`config.mk`:
```
export PLATFORM = sky130hd
export DESIGN_NAME = uart_rx
export DESIGN_NICKNAME = d
export VERILOG_FILES = /design/src/rtl/uart_pkg.sv /design/src/rtl/sync_2ff.sv /design/src/rtl/uart_rx.sv
export SDC_FILE = /design/constraint.sdc
export NUM_CORES = 1
export LEC_CHECK = 0
export CAP_MARGIN = 10
export CORE_MARGIN = 2
export CORE_UTILIZATION = 40
export CTS_BUF_LIST = sky130_fd_sc_hd__clkbuf_16
export DETAILED_ROUTE_END_ITERATION = 12
export GPL_ROUTABILITY_DRIVEN = 0
export PLACE_DENSITY = 0.67
export SKIP_CTS_REPAIR_TIMING = 1
export SYNTH_ARGS = -nofsm -noshare
export SYNTH_HDL_FRONTEND = slang
export SYNTH_SLANG_ARGS = --single-unit
```
`constraint.sdc`:
```
create_clock -name clock -period 2.2 [get_ports clock]
set_input_delay 0.44 -clock clock [delete_from_list [all_inputs] [get_ports clock]]
set_output_delay 0.44 -clock clock [all_outputs]
set_load 0.01 [all_outputs]
```
`src/rtl/uart_pkg.sv`:
```
// Shared definitions for the UART transmitter and receiver.
package uart_pkg;

  // Payload width of one 8N1 frame.
  localparam int DATA_BITS = 8;

  // Receiver FSM states.
  typedef enum logic [2:0] {
    ST_IDLE,
    ST_START,
    ST_DATA,
    ST_STOP,
    ST_WAIT_HIGH
  } rx_state_e;

endpackage

```
`src/rtl/sync_2ff.sv`:
```
// Two-flop synchroniser for a single asynchronous input.
// RESET_VALUE lets each user pick the line's inactive level.
module sync_2ff #(
  parameter logic RESET_VALUE = 1'b0
) (
  input  logic clock,
  input  logic reset,
  input  logic async_i,
  output logic sync_o
);

  logic s1_q;
  logic s2_q;

  // Two back-to-back flops; only the second is safe to use downstream.
  // NOTE: sequential state uses non-blocking assignments so both flops sample
  // their inputs before either updates, which keeps the two-stage delay.
  always_ff @(posedge clock or posedge reset) begin
    if (reset) begin
      s1_q <= RESET_VALUE;
      s2_q <= RESET_VALUE;
    end else begin
      s1_q <= async_i;
      s2_q <= s1_q;
    end
  end

  assign sync_o = s2_q;

endmodule

```
`src/rtl/uart_rx.sv`:
```
// 8N1 UART receiver: synchronises the line, validates the start bit at
// mid-bit, shifts in 8 data bits LSB first, checks the stop bit and hands
// the byte to the consumer through a valid/ready holding register.
module uart_rx
  import uart_pkg::*;
#(
  parameter int clocks_per_bit = 4
) (
  input  logic                 clock,
  input  logic                 reset,
  input  logic                 pin,
  input  logic                 ready,
  output logic [DATA_BITS-1:0] byte_received,
  output logic                 valid,
  output logic                 framing_error,
  output logic                 overrun,
  output logic                 busy
);

  localparam int HALF  = clocks_per_bit / 2;
  localparam int CNT_W = $clog2(clocks_per_bit) + 1;
  localparam int IDX_W = $clog2(DATA_BITS);

  localparam logic [CNT_W-1:0] HALF_LAST = CNT_W'(HALF - 1);
  localparam logic [CNT_W-1:0] BIT_LAST  = CNT_W'(clocks_per_bit - 1);
  localparam logic [IDX_W-1:0] IDX_LAST  = IDX_W'(DATA_BITS - 1);

  logic                 s2;
  rx_state_e            state_q, state_d;
  logic [CNT_W-1:0]     count_q, count_d;
  logic [IDX_W-1:0]     bit_idx_q, bit_idx_d;
  logic [DATA_BITS-1:0] shift_q, shift_d;
  logic [DATA_BITS-1:0] byte_q, byte_d;
  logic                 valid_q, valid_d;
  logic                 fe_q, fe_d;
  logic                 ov_q, ov_d;

  // Line idles high, so the synchroniser resets to 1 to avoid a false start.
  sync_2ff #(
    .RESET_VALUE(1'b1)
  ) u_sync (
    .clock  (clock),
    .reset  (reset),
    .async_i(pin),
    .sync_o (s2)
  );

  // Next-state, sampling and delivery decisions.
  // NOTE: every signal written here gets a default first, so no path can
  // leave one unassigned and infer a latch.
  always_comb begin
    state_d   = state_q;
    count_d   = count_q + CNT_W'(1);
    bit_idx_d = bit_idx_q;
    shift_d   = shift_q;
    byte_d    = byte_q;
    valid_d   = valid_q;
    fe_d      = 1'b0;
    ov_d      = 1'b0;

    // Consumer handshake; a delivery in the same cycle overrides this below.
    if (valid_q && ready) valid_d = 1'b0;

    unique case (state_q)
      ST_IDLE: begin
        count_d = '0;
        if (!s2) state_d = ST_START;
      end
      ST_START: begin
        if (count_q == HALF_LAST) begin
          count_d = '0;
          if (!s2) begin
            state_d   = ST_DATA;
            bit_idx_d = '0;
          end else begin
            state_d = ST_IDLE;  // glitch shorter than half a bit
          end
        end
      end
      ST_DATA: begin
        if (count_q == BIT_LAST) begin
          count_d            = '0;
          shift_d[bit_idx_q] = s2;
          if (bit_idx_q == IDX_LAST) state_d = ST_STOP;
          else bit_idx_d = bit_idx_q + IDX_W'(1);
        end
      end
      ST_STOP: begin
        if (count_q == BIT_LAST) begin
          count_d = '0;
          if (s2) begin
            state_d = ST_IDLE;
            if (!valid_q || ready) begin
              byte_d  = shift_q;
              valid_d = 1'b1;
            end else begin
              ov_d = 1'b1;  // holding register still full: drop new byte
            end
          end else begin
            fe_d    = 1'b1;
            state_d = ST_WAIT_HIGH;
          end
        end
      end
      ST_WAIT_HIGH: begin
        // A line held low (break) must not be seen as a stream of starts.
        count_d = '0;
        if (s2) state_d = ST_IDLE;
      end
      default: begin
        count_d = '0;
        state_d = ST_IDLE;
      end
    endcase
  end

  // State, counter, shift and holding registers.
  always_ff @(posedge clock or posedge reset) begin
    if (reset) begin
      state_q   <= ST_IDLE;
      count_q   <= '0;
      bit_idx_q <= '0;
      shift_q   <= '0;
      byte_q    <= '0;
      valid_q   <= 1'b0;
      fe_q      <= 1'b0;
      ov_q      <= 1'b0;
    end else begin
      state_q   <= state_d;
      count_q   <= count_d;
      bit_idx_q <= bit_idx_d;
      shift_q   <= shift_d;
      byte_q    <= byte_d;
      valid_q   <= valid_d;
      fe_q      <= fe_d;
      ov_q      <= ov_d;
    end
  end

  assign byte_received = byte_q;
  assign valid         = valid_q;
  assign framing_error = fe_q;
  assign overrun       = ov_q;
  assign busy          = (state_q != ST_IDLE);

endmodule
```
==> results.sh <==
export IMPL_cp_top_family="flip-flops"
export IMPL_numCtsBuffers=5
export IMPL_path_cells="or3_1 -> clkdlybuf4s50_1"
export IMPL_die_h_microns=63.1
export IMPL_dp_slack_ns=0.254
export IMPL_ys_ff_latch=30
export IMPL_p_sw_share_pct=26.7
export IMPL_path_class="flip-flop to output port"
export IMPL_syn_nets=122
export IMPL_dp_hpwl_microns=1650
export IMPL_hold_class="flip-flop to flip-flop"
export IMPL_nets=142
export IMPL_clock_sinks=30
export IMPL_port_buffers=15
export IMPL_clockBufferDepth=2
export IMPL_min_period_over_period_pct=95.4
export IMPL_drive_gt1_share_pct=26.3
export IMPL_drv_cap=0
export IMPL_slew_viol_final=0
export IMPL_setup_viol=0
export IMPL_worst_ep_required_time_ns=1.76
export IMPL_multiInputGateArea_sq_um=604
export IMPL_grt_pass1_wl_microns=4350
export IMPL_grt_start_max_net_pins=31
export IMPL_rsz0062_at_grt="no"
export IMPL_seqCellArea_sq_um=753
export IMPL_diodes=0
export IMPL_tightest_slew_ns=0.478
export IMPL_path_max_fanout=14
export IMPL_endpoint_kind="output port"
export IMPL_p_int_mw=1.52
export IMPL_area_growth_syn_to_layout_pct=28.0
export IMPL_die_area_sq_um=3980
export IMPL_io_pins=16
export IMPL_max_freq_mhz=477
export IMPL_core_rowCount=21
export IMPL_slowest_stage="dfrtp_1"
export IMPL_ys_warn_count=0
export IMPL_die_x_microns=63.1
export IMPL_root_buffer="clkbuf_16"
export IMPL_hold_slack_ns=0.357
export IMPL_ant_nets=0
export IMPL_arrival_ns=1.66
export IMPL_dr_pass1_iters=4
export IMPL_pwr_share_seq_pct=36.2
export IMPL_cp_buffers_inverters=1
export IMPL_grt_pass1_vias=961
export IMPL_fin_setup_tns_ns=0
export IMPL_cpPeakStageDelay_ns=0.54
export IMPL_synthFlopType="dfrtp_1"
export IMPL_overflow=0
export IMPL_postSynthAreaPerCell_sq_um=12.5
export IMPL_initial_core_util_pct=41.8
export IMPL_ir_worst_vdd_mv=0.507
export IMPL_p_switching_uw=554
export IMPL_n_fill_cell=287
export IMPL_postLayoutSetupSlackWorst_ns=0.102
export IMPL_syn_area_sq_um=1400
export IMPL_drt_first_iter_violations=35
export IMPL_clock_skew_ns=0.00526
export IMPL_grt_antenna_before_repair=0
export IMPL_post_route_min_period_ns=2.10
export IMPL_clkLatencyLatePin_ns=0.27
export IMPL_grt_total_usage_pct=14.1
export IMPL_wl_microns=2350
export IMPL_netlist_instances=112
export IMPL_vias=884
export IMPL_powerDensity_nw_per_um2=1160
export IMPL_drc=0
export IMPL_pwr_share_clk_pct=41.3
export IMPL_synth_cell_types=33
export IMPL_clk_pin_slew_ns=0.05
export IMPL_synth_async_reset_ratio_pct=100
export IMPL_outcome="completed"
export IMPL_relSlewSlack_pct=67.8
export IMPL_core_area_sq_um=3340
export IMPL_cts_tree="built"
export IMPL_h_tree_depth=2
export IMPL_routedWlPerCell_microns=13.1
export IMPL_p_leak_nw=0.829
export IMPL_combinationalPowerShare_pct=22.5
export IMPL_finalHoldViolations=0
export IMPL_viasPerCell=4.94
export IMPL_startpoint_type="flip-flop"
export IMPL_yosysSeqAreaShare_pct=53.9
export IMPL_synth_edf_count=0
registers in the layout, indices dropped and copies added, names as in the netlist:
register and cells:
shift_q 8, valid 1, state_q 3, overrun 1, u_sync.s1_q 1, framing_error 1, byte_received 8, bit_idx_q 3
count_q 3, u_sync.sync_o 1
routing by layer:
layer / up-vias / track usage, % / share of wire [%]
met4: 0 / 5.83 / 1.7
met3: 4 / 4.46 / 3.9
met5: - / 0 / 0
li1: 441 / - / -
met1: 416 / 17.1 / 46
met2: 23 / 23.3 / 48
layout by cell type, fill, tap and decap left out, types with 3 or more instances in the layout:
cell type / n
nor3b_1: 3
nand2_1: 12
nor3_1: 3
ha_1: 6
nor2_1: 5
inv_1: 3
dfrtp_1: 28
mux2_2: 15
buf_4: 3
clkdlybuf4s50_1: 15
clkbuf_16: 5
worst paths after layout:
check / start / slack [ns] / endpoint / depth (start not counted)
max: state_q[2] / 0.10 / busy / 2
min in group asynchronous: reset / 0.55 / shift_q[7] / 3
min: u_sync.s1_q / 0.36 / u_sync.sync_o / 0
min reg2reg: u_sync.s1_q / 0.36 / u_sync.sync_o / 0
max reg2reg: count_q[0] / 0.25 / byte_received[2] / 5
max in group asynchronous: reset / 1.34 / u_sync.s1_q / 3
cells by family (layout without fill, tap and decap cells):
logic type | count (synthesis) | in the layout | share of synthesized area, %
AOI/OAI and AO/OA | 10 | 10 | 6.27
adders and majority gates | 6 | 6 | 5.38
buffers and inverters | 8 | 29 | 2.78
DFF | 30 | 30 | 53.9
muxes | 18 | 18 | 14.7
and+or+nand+nor | 40 | 40 | 16.9
area by class of cell:
type,count,share of cell area [%]
clock buffers,5,7.00
clock inverters,3,3.57
inverters,3,0.630
multi-input cells,74,33.8
flip-flops and latches,30,42.1
well taps,46,3.22
repair buffers,18,9.66
through the flow:
| step | utilization [%] | instances | total power, mW | cell area, sq um |
|---|---|---|---|---|
| 2_1_floorplan | - | 112 | 1.10 | 1400 |
| 3_3_place_gp | 47.9 | 171 | 1.21 | 1600 |
| 3_5_place_dp | 47.9 | 171 | 1.23 | 1600 |
| 4_1_cts | 53.6 | 179 | 2.10 | 1790 |
| 5_1_grt | 53.6 | 179 | 2.20 | 1790 |
| 6_report | 53.6 | 179 | 2.08 | 1790 |
power by group through the flow:
stage / clock network (mW) / logic, mW / registers (mW)
floorplan: 0 / 0.385 / 0.714
global placement: 0 / 0.456 / 0.752
detailed placement: 0 / 0.468 / 0.761
CTS: 0.876 / 0.474 / 0.753
global route: 0.904 / 0.530 / 0.767
finish: 0.858 / 0.468 / 0.753
cells in the mapped netlist, drive strengths merged (3+ instances only):
cell	count	area (sq um)
nand2b	4	40.0
inv	3	11.3
dfrtp	28	701
nand2	12	45.0
mux2	17	195
nor2	5	18.8
ha	6	75.1
nor3	4	25.0
nor3b	4	35.0
buf	3	20.0
Power figures use the tool's default switching activity.
